<file path="src/rtl/fma_psum_pkg.sv">
// Shared definitions for the per-PE partial-sum context stage.
// The FP width default is shared with the FP FMA wrapper.
package fma_psum_pkg;

    localparam int FP_W_DEFAULT = 16;

    localparam logic [FP_W_DEFAULT-1:0] FP_ZERO = '0;

    typedef enum logic [1:0] {
        IDLE     = 2'd0,
        ACC      = 2'd1,
        ACC_FULL = 2'd2
    } psum_state_e;

endpackage

</file>
<file path="src/rtl/psum_shadow_reg.sv">
// Shadow register of one PE: holds a finished partial sum and forms one
// link of the column shift-out chain. A capture always wins over a shift.
module psum_shadow_reg #(
    parameter int FP_W = 16
) (
    input  logic            clk_i,
    input  logic            rstn_i,
    input  logic            capture_i,
    input  logic [FP_W-1:0] capture_data_i,
    input  logic            shift_i,
    input  logic [FP_W-1:0] shift_data_i,
    input  logic            shift_vld_i,
    output logic [FP_W-1:0] data_o,
    output logic            vld_o
);

    logic [FP_W-1:0] data_q, data_d;
    logic            vld_q, vld_d;

    // Next shadow contents: local capture first, upstream shift second, else hold.
    always_comb begin
        data_d = data_q;
        vld_d  = vld_q;
        if (capture_i) begin
            data_d = capture_data_i;
            vld_d  = 1'b1;
        end else if (shift_i) begin
            data_d = shift_data_i;
            vld_d  = shift_vld_i;
        end
    end

    // Shadow data/valid storage with synchronous active-low reset.
    always_ff @(posedge clk_i) begin
        if (!rstn_i) begin
            data_q <= '0;
            vld_q  <= 1'b0;
        end else begin
            data_q <= data_d;
            vld_q  <= vld_d;
        end
    end

    assign data_o = data_q;
    assign vld_o  = vld_q;

endmodule

</file>
<file path="src/rtl/fma_psum_ctx.sv">
// Partial-sum context stage sitting right after the FP FMA wrapper.
// Owns the accumulator fed back as the FMA addend, counts MACs per context,
// and hands finished sums to the shadow register on a context switch.
module fma_psum_ctx
    import fma_psum_pkg::*;
#(
    parameter int FP_W       = FP_W_DEFAULT,
    parameter int CNT_W      = 16,
    parameter bit PRELOAD_EN = 1'b1
) (
    input  logic             i_clk,
    input  logic             i_rstn,
    input  logic             i_pipeline_en,
    input  logic             i_mac_valid,
    input  logic [FP_W-1:0]  i_fma_res,
    output logic [FP_W-1:0]  o_fma_c,
    input  logic             i_cswitch,
    input  logic [FP_W-1:0]  i_preload,
    input  logic             i_shift_en,
    input  logic [FP_W-1:0]  i_shift_in,
    input  logic             i_shift_in_vld,
    output logic [FP_W-1:0]  o_shift_out,
    output logic             o_shift_out_vld,
    output logic [CNT_W-1:0] o_mac_cnt,
    output logic             o_ovf
);

    localparam logic [FP_W-1:0]  ZERO    = FP_W'(FP_ZERO);
    localparam logic [CNT_W-1:0] CNT_MAX = {CNT_W{1'b1}};

    psum_state_e state_q, state_d;

    logic [FP_W-1:0]  acc_q, acc_d;
    logic [CNT_W-1:0] cnt_q, cnt_d;
    logic [CNT_W-1:0] macCnt_q, macCnt_d;
    logic             ovf_q, ovf_d;

    logic             switchEn;
    logic             ctxOpen;
    logic             captureEn;
    logic             ovfEv;
    logic             shiftEn;
    logic             shadowVld;
    logic             shadowVldNext;
    logic [FP_W-1:0]  shadowData;
    logic [FP_W-1:0]  preloadVal;

    // A stalled pipeline ignores the context switch entirely, addend included.
    assign switchEn   = i_pipeline_en & i_cswitch;
    assign preloadVal = PRELOAD_EN ? i_preload : ZERO;
    assign o_fma_c    = switchEn ? preloadVal : acc_q;

    // FSM state register.
    always_ff @(posedge i_clk) begin
        if (!i_rstn) begin
            state_q <= IDLE;
        end else begin
            state_q <= state_d;
        end
    end

    // FSM outputs: capture, overflow and shift strobes derived from the state.
    always_comb begin
        ctxOpen   = (state_q != IDLE);
        captureEn = switchEn & ctxOpen & (i_shift_en | ~shadowVld);
        ovfEv     = switchEn & ctxOpen & ~i_shift_en & shadowVld;
        shiftEn   = i_pipeline_en & i_shift_en & ~captureEn;
        if (captureEn) begin
            shadowVldNext = 1'b1;
        end else if (shiftEn) begin
            shadowVldNext = i_shift_in_vld;
        end else begin
            shadowVldNext = shadowVld;
        end
    end

    // FSM next state: an open context is ACC_FULL exactly while the shadow is occupied.
    always_comb begin
        state_d = state_q;
        if (i_pipeline_en) begin
            case (state_q)
                IDLE: begin
                    if (i_cswitch) begin
                        state_d = shadowVldNext ? ACC_FULL : ACC;
                    end
                end
                ACC, ACC_FULL: begin
                    state_d = shadowVldNext ? ACC_FULL : ACC;
                end
                default: state_d = IDLE;
            endcase
        end
    end

    // Accumulator and MAC counter: restart on a context switch, else accumulate.
    always_comb begin
        acc_d = acc_q;
        cnt_d = cnt_q;
        if (i_pipeline_en) begin
            if (i_cswitch) begin
                acc_d = i_mac_valid ? i_fma_res : preloadVal;
                cnt_d = i_mac_valid ? CNT_W'(1) : '0;
            end else if (i_mac_valid) begin
                acc_d = i_fma_res;
                cnt_d = (cnt_q == CNT_MAX) ? cnt_q : cnt_q + CNT_W'(1);
            end
        end
    end

    // Completed-context count and sticky overflow flag.
    always_comb begin
        macCnt_d = captureEn ? cnt_q : macCnt_q;
        ovf_d    = ovf_q | ovfEv;
    end

    // Datapath registers with synchronous active-low reset.
    always_ff @(posedge i_clk) begin
        if (!i_rstn) begin
            acc_q    <= '0;
            cnt_q    <= '0;
            macCnt_q <= '0;
            ovf_q    <= 1'b0;
        end else begin
            acc_q    <= acc_d;
            cnt_q    <= cnt_d;
            macCnt_q <= macCnt_d;
            ovf_q    <= ovf_d;
        end
    end

    psum_shadow_reg #(
        .FP_W (FP_W)
    ) u_shadow (
        .clk_i          (i_clk),
        .rstn_i         (i_rstn),
        .capture_i      (captureEn),
        .capture_data_i (acc_q),
        .shift_i        (shiftEn),
        .shift_data_i   (i_shift_in),
        .shift_vld_i    (i_shift_in_vld),
        .data_o         (shadowData),
        .vld_o          (shadowVld)
    );

    assign o_shift_out     = shadowData;
    assign o_shift_out_vld = shadowVld;
    assign o_mac_cnt       = macCnt_q;
    assign o_ovf           = ovf_q;

endmodule

</file>
<file path="config.mk">
export PLATFORM = sky130hd
export DESIGN_NAME = fma_psum_ctx
export DESIGN_NICKNAME = d
export VERILOG_FILES = /design/src/rtl/fma_psum_pkg.sv /design/src/rtl/psum_shadow_reg.sv /design/src/rtl/fma_psum_ctx.sv
export SDC_FILE = /design/constraint.sdc
export NUM_CORES = 1
export LEC_CHECK = 0
export BUFFER_PORTS_ARGS = -buffer_cell sky130_fd_sc_hd__buf_2
export CAP_MARGIN = 20
export CORE_MARGIN = 2
export CORE_UTILIZATION = 35
export DETAILED_ROUTE_END_ITERATION = 16
export PLACE_DENSITY = 0.57
export SYNTH_ARGS = -nofsm -noshare
export SYNTH_HDL_FRONTEND = slang
export SYNTH_SLANG_ARGS = --single-unit
</file>
<file path="constraint.sdc">
create_clock -name i_clk -period 2.27 [get_ports i_clk]
set_clock_uncertainty 0.05 [all_clocks]
set_input_delay 0.227 -clock i_clk [delete_from_list [all_inputs] [get_ports i_clk]]
set_output_delay 0.227 -clock i_clk [all_outputs]
set_load 0.05 [all_outputs]
</file>
### Word-level counts from Yosys, hierarchy flattened

Cells that the tools add are included.

* output and inout port bits: 50
* logic and storage cells: 48
* register bits: 68
* bits of input ports: 55

* equal/unequal tests: 5
* bitwise logic cells: 12
* reduce and logical (&&, ||, !) cells: 8
* mux-type cells: 15
* add/sub/neg operators: 1

Operator list (count)
* 16-bit 2-to-1 mux: 9
* 16-bit by 1-bit adder with 16-bit output (second input constant): 1
* 16-bit == test (second input constant): 1
* 1-bit AND: 7
* 2-bit nonzero test: 3
* 2-bit 2-to-1 mux: 2
* 2-bit inequality test (second input constant): 2
* 2-bit case mux with 2 select lines: 1
* 2-bit AND reduction: 2
* 1-bit 2-to-1 mux: 3
* 1-bit inverter: 3
* 3-bit AND reduction: 1
* 2-bit by 1-bit == test with 1-bit output (second input constant): 1
* 2-bit == test (second input constant): 1
* 2-bit zero test: 1
* 1-bit bitwise OR: 2
* 2-bit OR reduction: 1

### Depth between registers and ports, before layout

* depth in word-level cells: 10
* depth in mapped cells: 7
* depth with buffers taken out: 6

### By module

From an unflattened synthesis, not the netlist that was laid out.

* cells, all modules: 360
* area total of the unflattened synthesis: 3557.2 um^2

Modules (own cells, without submodules)
* fma_psum_ctx: area an instance 2667.6 um^2, instances 1, seq. area each 1021.0 um^2, cells an instance 286
* psum_shadow_reg: area an instance 889.6 um^2, instances 1, seq. area each 340.3 um^2, cells an instance 74

### Least setup slack after synthesis

Ideal clock, no wire load.

* kind: flip-flop to flip-flop
* from: register cnt_q[0]
* to: register cnt_q[9]
* period minus slack after synthesis: 1.745 ns
* slack: 0.525 ns
* data required time: 2.101 ns
* cell stages (with the launch flop): 7
* buffers on the path: 0
* arrival: 1.577 ns
* setup time: 0.119 ns
* path through: dfxtp_1 ha_1 nand2_1 nor4_4 a211o_2 nor2_2 o221a_2

* word-level cells in the longest chain between the ends: 4
* elaborated cells between the ends (all ways): 7
* those cells by class: add/sub (1); eq/ne (2); mux (3); reduce/logical (1)

Ends and longest elaborated chain
* from (decl): line fma_psum_ctx.sv:34 `logic [CNT_W-1:0] cnt_q, cnt_d;`
* from (signal assigned): line fma_psum_ctx.sv:125 `cnt_q <= cnt_d;`
* 16-bit by 1-bit adder with 16-bit output: line fma_psum_ctx.sv:105 `cnt_d = (cnt_q == CNT_MAX) ? cnt_q : cnt_q + CNT_W'(1);`
* 16-bit 2-to-1 mux: line fma_psum_ctx.sv:105
* 16-bit 2-to-1 mux: line fma_psum_ctx.sv:103 `end else if (i_mac_valid) begin`
* 16-bit 2-to-1 mux: line fma_psum_ctx.sv:100 `if (i_cswitch) begin`

Several ways; a longest one is shown, not always the timed one. The select of a mux whose other input is x is not followed.
A chain may end at the register's enable or synchronous reset.

### Worst setup path in the final report

Same ends and word-level chain as after synthesis.

==> metrics.log <==
[metrics] status: finished, final reports clean
[metrics] overall via count from detail_route: 3290
[metrics] die boundary height: 100 um
[metrics] Leakage Power: 1.70 nW
[metrics] via count normalized by instance count: 5.42
[metrics] share of post-route cells with drive strength above 1: 32.7%
[metrics] final hold slack: 0.106 ns
[metrics] crit path kind: reg -> reg
[metrics] share of the clock period used by the worst path: 88.3%
[metrics] gpl congestion: 0.802
[metrics] # hold bufs at CTS: 0
[metrics] std cell rows: 35
[metrics] number of standard cells in the layout, taps in and fillers out: 607
[metrics] Clock Tree Buf Depth: 2
[metrics] delay contributed by the slowest stage of the critical path: 0.42 ns
[metrics] simple-gate portion of the synthesized area: 22.4%
[metrics] slowest cell on the critical path: dfxtp_1
[metrics] cell area after synthesis: 0.00325 mm^2
[metrics] most used flip-flop cell after synthesis: dfxtp_1
[metrics] count of cells along the worst hold path: 3
[metrics] setup repair after global routing missed its margin: no
[metrics] number of antenna violations at the first check in global routing: 0
[metrics] worst hold path endpoint: u_shadow.data_o[11]
[metrics] net switching power of the design: 0.888 mW
[metrics] Synth top cells by count: 72 x nand2_1, 68 x dfxtp_1, 36 x a21oi_1
[metrics] async set or reset register ratio after synthesis: 0%
[metrics] number of synthesized register bits: 68
[metrics] Starting DRT DRC Count: 146
[metrics] Critical Path End Type: register
[metrics] overall power after layout: 2.95 mW
[metrics] count of final hold-check violations: 0
[metrics] critical path buffer and inverter count: 0
[metrics] CTS root buffer: clkbuf_8
[metrics] final design instance area without fill: 0.00411 mm^2
[metrics] Yosys cell types: 46
[metrics] synthesized-area fraction occupied by ao, oa, aoi and oai cells: 25.0%
[metrics] initial core utilization: 35.7%
[metrics] YS warnings: 0
[metrics] filler cell count: 963
[metrics] portion of synthesized cell area occupied by the leading cell type: 41.9%
[metrics] number of enable flip-flop cells after synthesis: 0
[metrics] Inst Count DP: 591
[metrics] Seq/Total Area, Yosys: 41.9%
[metrics] data arrival time of the critical path: 2.20 ns
[metrics] headroom to the max-slew limit: 55.9%
[metrics] residual antenna-violating net count after detailed routing: 0
[metrics] setup repair bufs after CTS: 0
[metrics] category of the worst setup path launch point: register
[metrics] residual overflow from global routing: 0
[metrics] share of synthesized cell area in full adder, half adder and majority cells: 0.385%
[metrics] drc violations: 0
[metrics] number of iterations in the first detailed-routing pass: 4
[metrics] fraction of synthesized cell area in xor and xnor cells: 0%
[metrics] critical register-to-register path startpoint: cnt_q[0]
[metrics] final critical delay including setup and external delays: 2.00 ns
[metrics] cell with the most instances after synthesis: nand2_1
[metrics] power density over the cells: 718 mW/mm^2
[metrics] highest net fanout along the worst path: 8
[metrics] TritonCTS buffer count: 9
[metrics] dominant combinational cell family by area after synthesis: compound AO/OA/AOI/OAI gates
[metrics] part of the power in registers: 43.4%
[metrics] average wire per cell in the routed design: 15.7 um
[metrics] multiplexer area fraction after synthesis: 5.54%
[metrics] Final TNS setup: 0 ns
[metrics] worst vdd ir: 0.408 mV
[metrics] layout overhead on the synthesized area: 26.4%
[metrics] global-route wire length before repair: 15300 um
[metrics] count of buffers inserted at the top-level ports: 104
[metrics] sequence of cells on the critical path: ha_1, nand2_1, nor4_4, a211o_2, nor2_2, o221a_2
[metrics] I/O pin cnt: 105
[metrics] cell area reported after detailed placement: 0.00387 mm^2
[metrics] start point of the worst hold path: i_shift_in[11]
[metrics] clock tree from TritonCTS: done
[metrics] diodes inserted: 0
[metrics] Pint: 2.06 mW
[metrics] clock edge transition at the registers on the reported setup and hold paths: 0.08 ns
[metrics] library cell with the largest summed area after synthesis: dfxtp_1
[metrics] sw frac: 30.1%
[metrics] Worst EP required: 2.46 ns
[metrics] Worst Hold Class: in -> reg
[metrics] max-cap violation count: 0
[metrics] Fmax achieved: 499 MHz
[metrics] htree depth: 3
[metrics] area of the die: 0.0101 mm^2
[metrics] average size of a mapped cell: 8.21 um^2
[metrics] total number of nets in the final design: 547
[metrics] Cells after Synth: 396
[metrics] part of the power in the clock network: 38.4%
[metrics] total count of max-transition violations in the final report: 0
[metrics] Die X: 100 um
[metrics] TritonCTS sink count: 68
[metrics] placed wire-length estimate: 6520 um
[metrics] pin count of the biggest net entering global routing: 35
[metrics] leading post-synthesis cells by cell area: dfxtp_1 42%, nand2_1 8.3%, a21oi_1 5.5%, mux2_2 5.5%, a311oi_1 4.3%
[metrics] final count of negative-setup-slack endpoints: 0
[metrics] worst reg2reg setup slack: 0.27 ns
[metrics] transition time of the tightest slew-check pin: 0.659 ns
[metrics] logic gate share of total power: 18.3%
[metrics] worst reg2reg endpoint: cnt_q[9]
[metrics] via count of the first global-routing pass: 3088
[metrics] crit-path leading delay family: simple AND/OR/NAND/NOR gates
[metrics] GRT Util Overall: 19.1%
[metrics] overall routed net length: 9560 um
[metrics] synthesized net count: 452
[metrics] clock latency on the worst-skew pair: 0.35 ns
[metrics] count of cells along the worst register-to-register path: 6
[metrics] Placeable Area: 0.00911 mm^2
[how the worst max path moves through the flow]
stage	cells past startpoint	from	endpoint
global placement	6	cnt_q[0]	cnt_q[11]
floorplan	6	cnt_q[0]	cnt_q[9]
finish	6	cnt_q[0]	cnt_q[9]
CTS	6	cnt_q[0]	cnt_q[15]
global route	6	cnt_q[0]	cnt_q[9]
detailed placement	6	cnt_q[0]	cnt_q[15]
[worst reg2reg max path, cell delays in order (launching register included)]
cell and delay, ns:
dfxtp_1 0.42, ha_1 0.24, nand2_1 0.14, nor4_4 0.40, a211o_2 0.30, nor2_2 0.07, o221a_2 0.27
[layout by cell type (no fill, tap or decap), types with 12 or more instances in the layout]
cell type and count:
buf_2 104, nand2_1 72, dfxtp_1 68, a21oi_1 36, nand3_1 24, o21ai_0 24, nor2_1 23, o22ai_1 21
mux2_2 16, a311oi_1 16, buf_4 12
[layer usage]
layer	up-vias	GRT usage, %	routed length, um	part of all wire, %
met2	114	31.4	4610	48
li1	1631	-	-	-
met4	0	7.48	152	1.6
met5	-	0	0	0
met1	1532	24.8	4250	44
met3	13	3.55	545	5.7
[logic make-up after synthesis]
| group | Yosys count |
|---|---|
| multiplexers | 16 |
| flip-flops | 68 |
| buffers and inverters | 35 |
| AO/OA/AOI/OAI | 125 |
| AND/OR/NAND/NOR | 151 |
| adder cells (fa/ha/maj) | 1 |
[power by group through the flow]
stage	clock (mW)	combinational (mW)	sequential (mW)
after floorplan	0	0.304	1.38
after global placement	0	0.536	1.31
after detailed placement	0	0.540	1.31
after CTS	1.15	0.542	1.28
after global routing	1.20	0.580	1.29
final	1.13	0.540	1.28
[cell type report]
type	instances	area (um^2)	share of cell area, %
multi-input cells	293	1740	42.4
repair buffers	117	631	15.3
inverters	2	7.51	0.183
clock buffers	11	141	3.44
well taps	111	139	3.38
flip-flops and latches	68	1360	33.1
clock inverters	5	85.1	2.07
[flip-flops by register name (all words and copies together) (netlist names)]
| register | cells |
|---|---|
| cnt_q | 16 |
| acc_q | 16 |
| state_q | 2 |
| u_shadow.vld_o | 1 |
| u_shadow.data_o | 16 |
| o_mac_cnt | 16 |
| o_ovf | 1 |
[repair_timing]
action | in CTS | in global routing
endpoints found under the setup margin | 0 | 3
gates resized for setup | 0 | 1
endpoints found under the hold margin | 0 | 0
[through the flow]
step	setup slack, ns	util (%)
floorplan	0.525	-
global placement	0.179	42.5
detailed placement	0.121	42.5
CTS	0.110	45.0
global route	0.130	45.1
finish	0.266	45.1
Note: power is estimated with default switching activity, not from simulation.
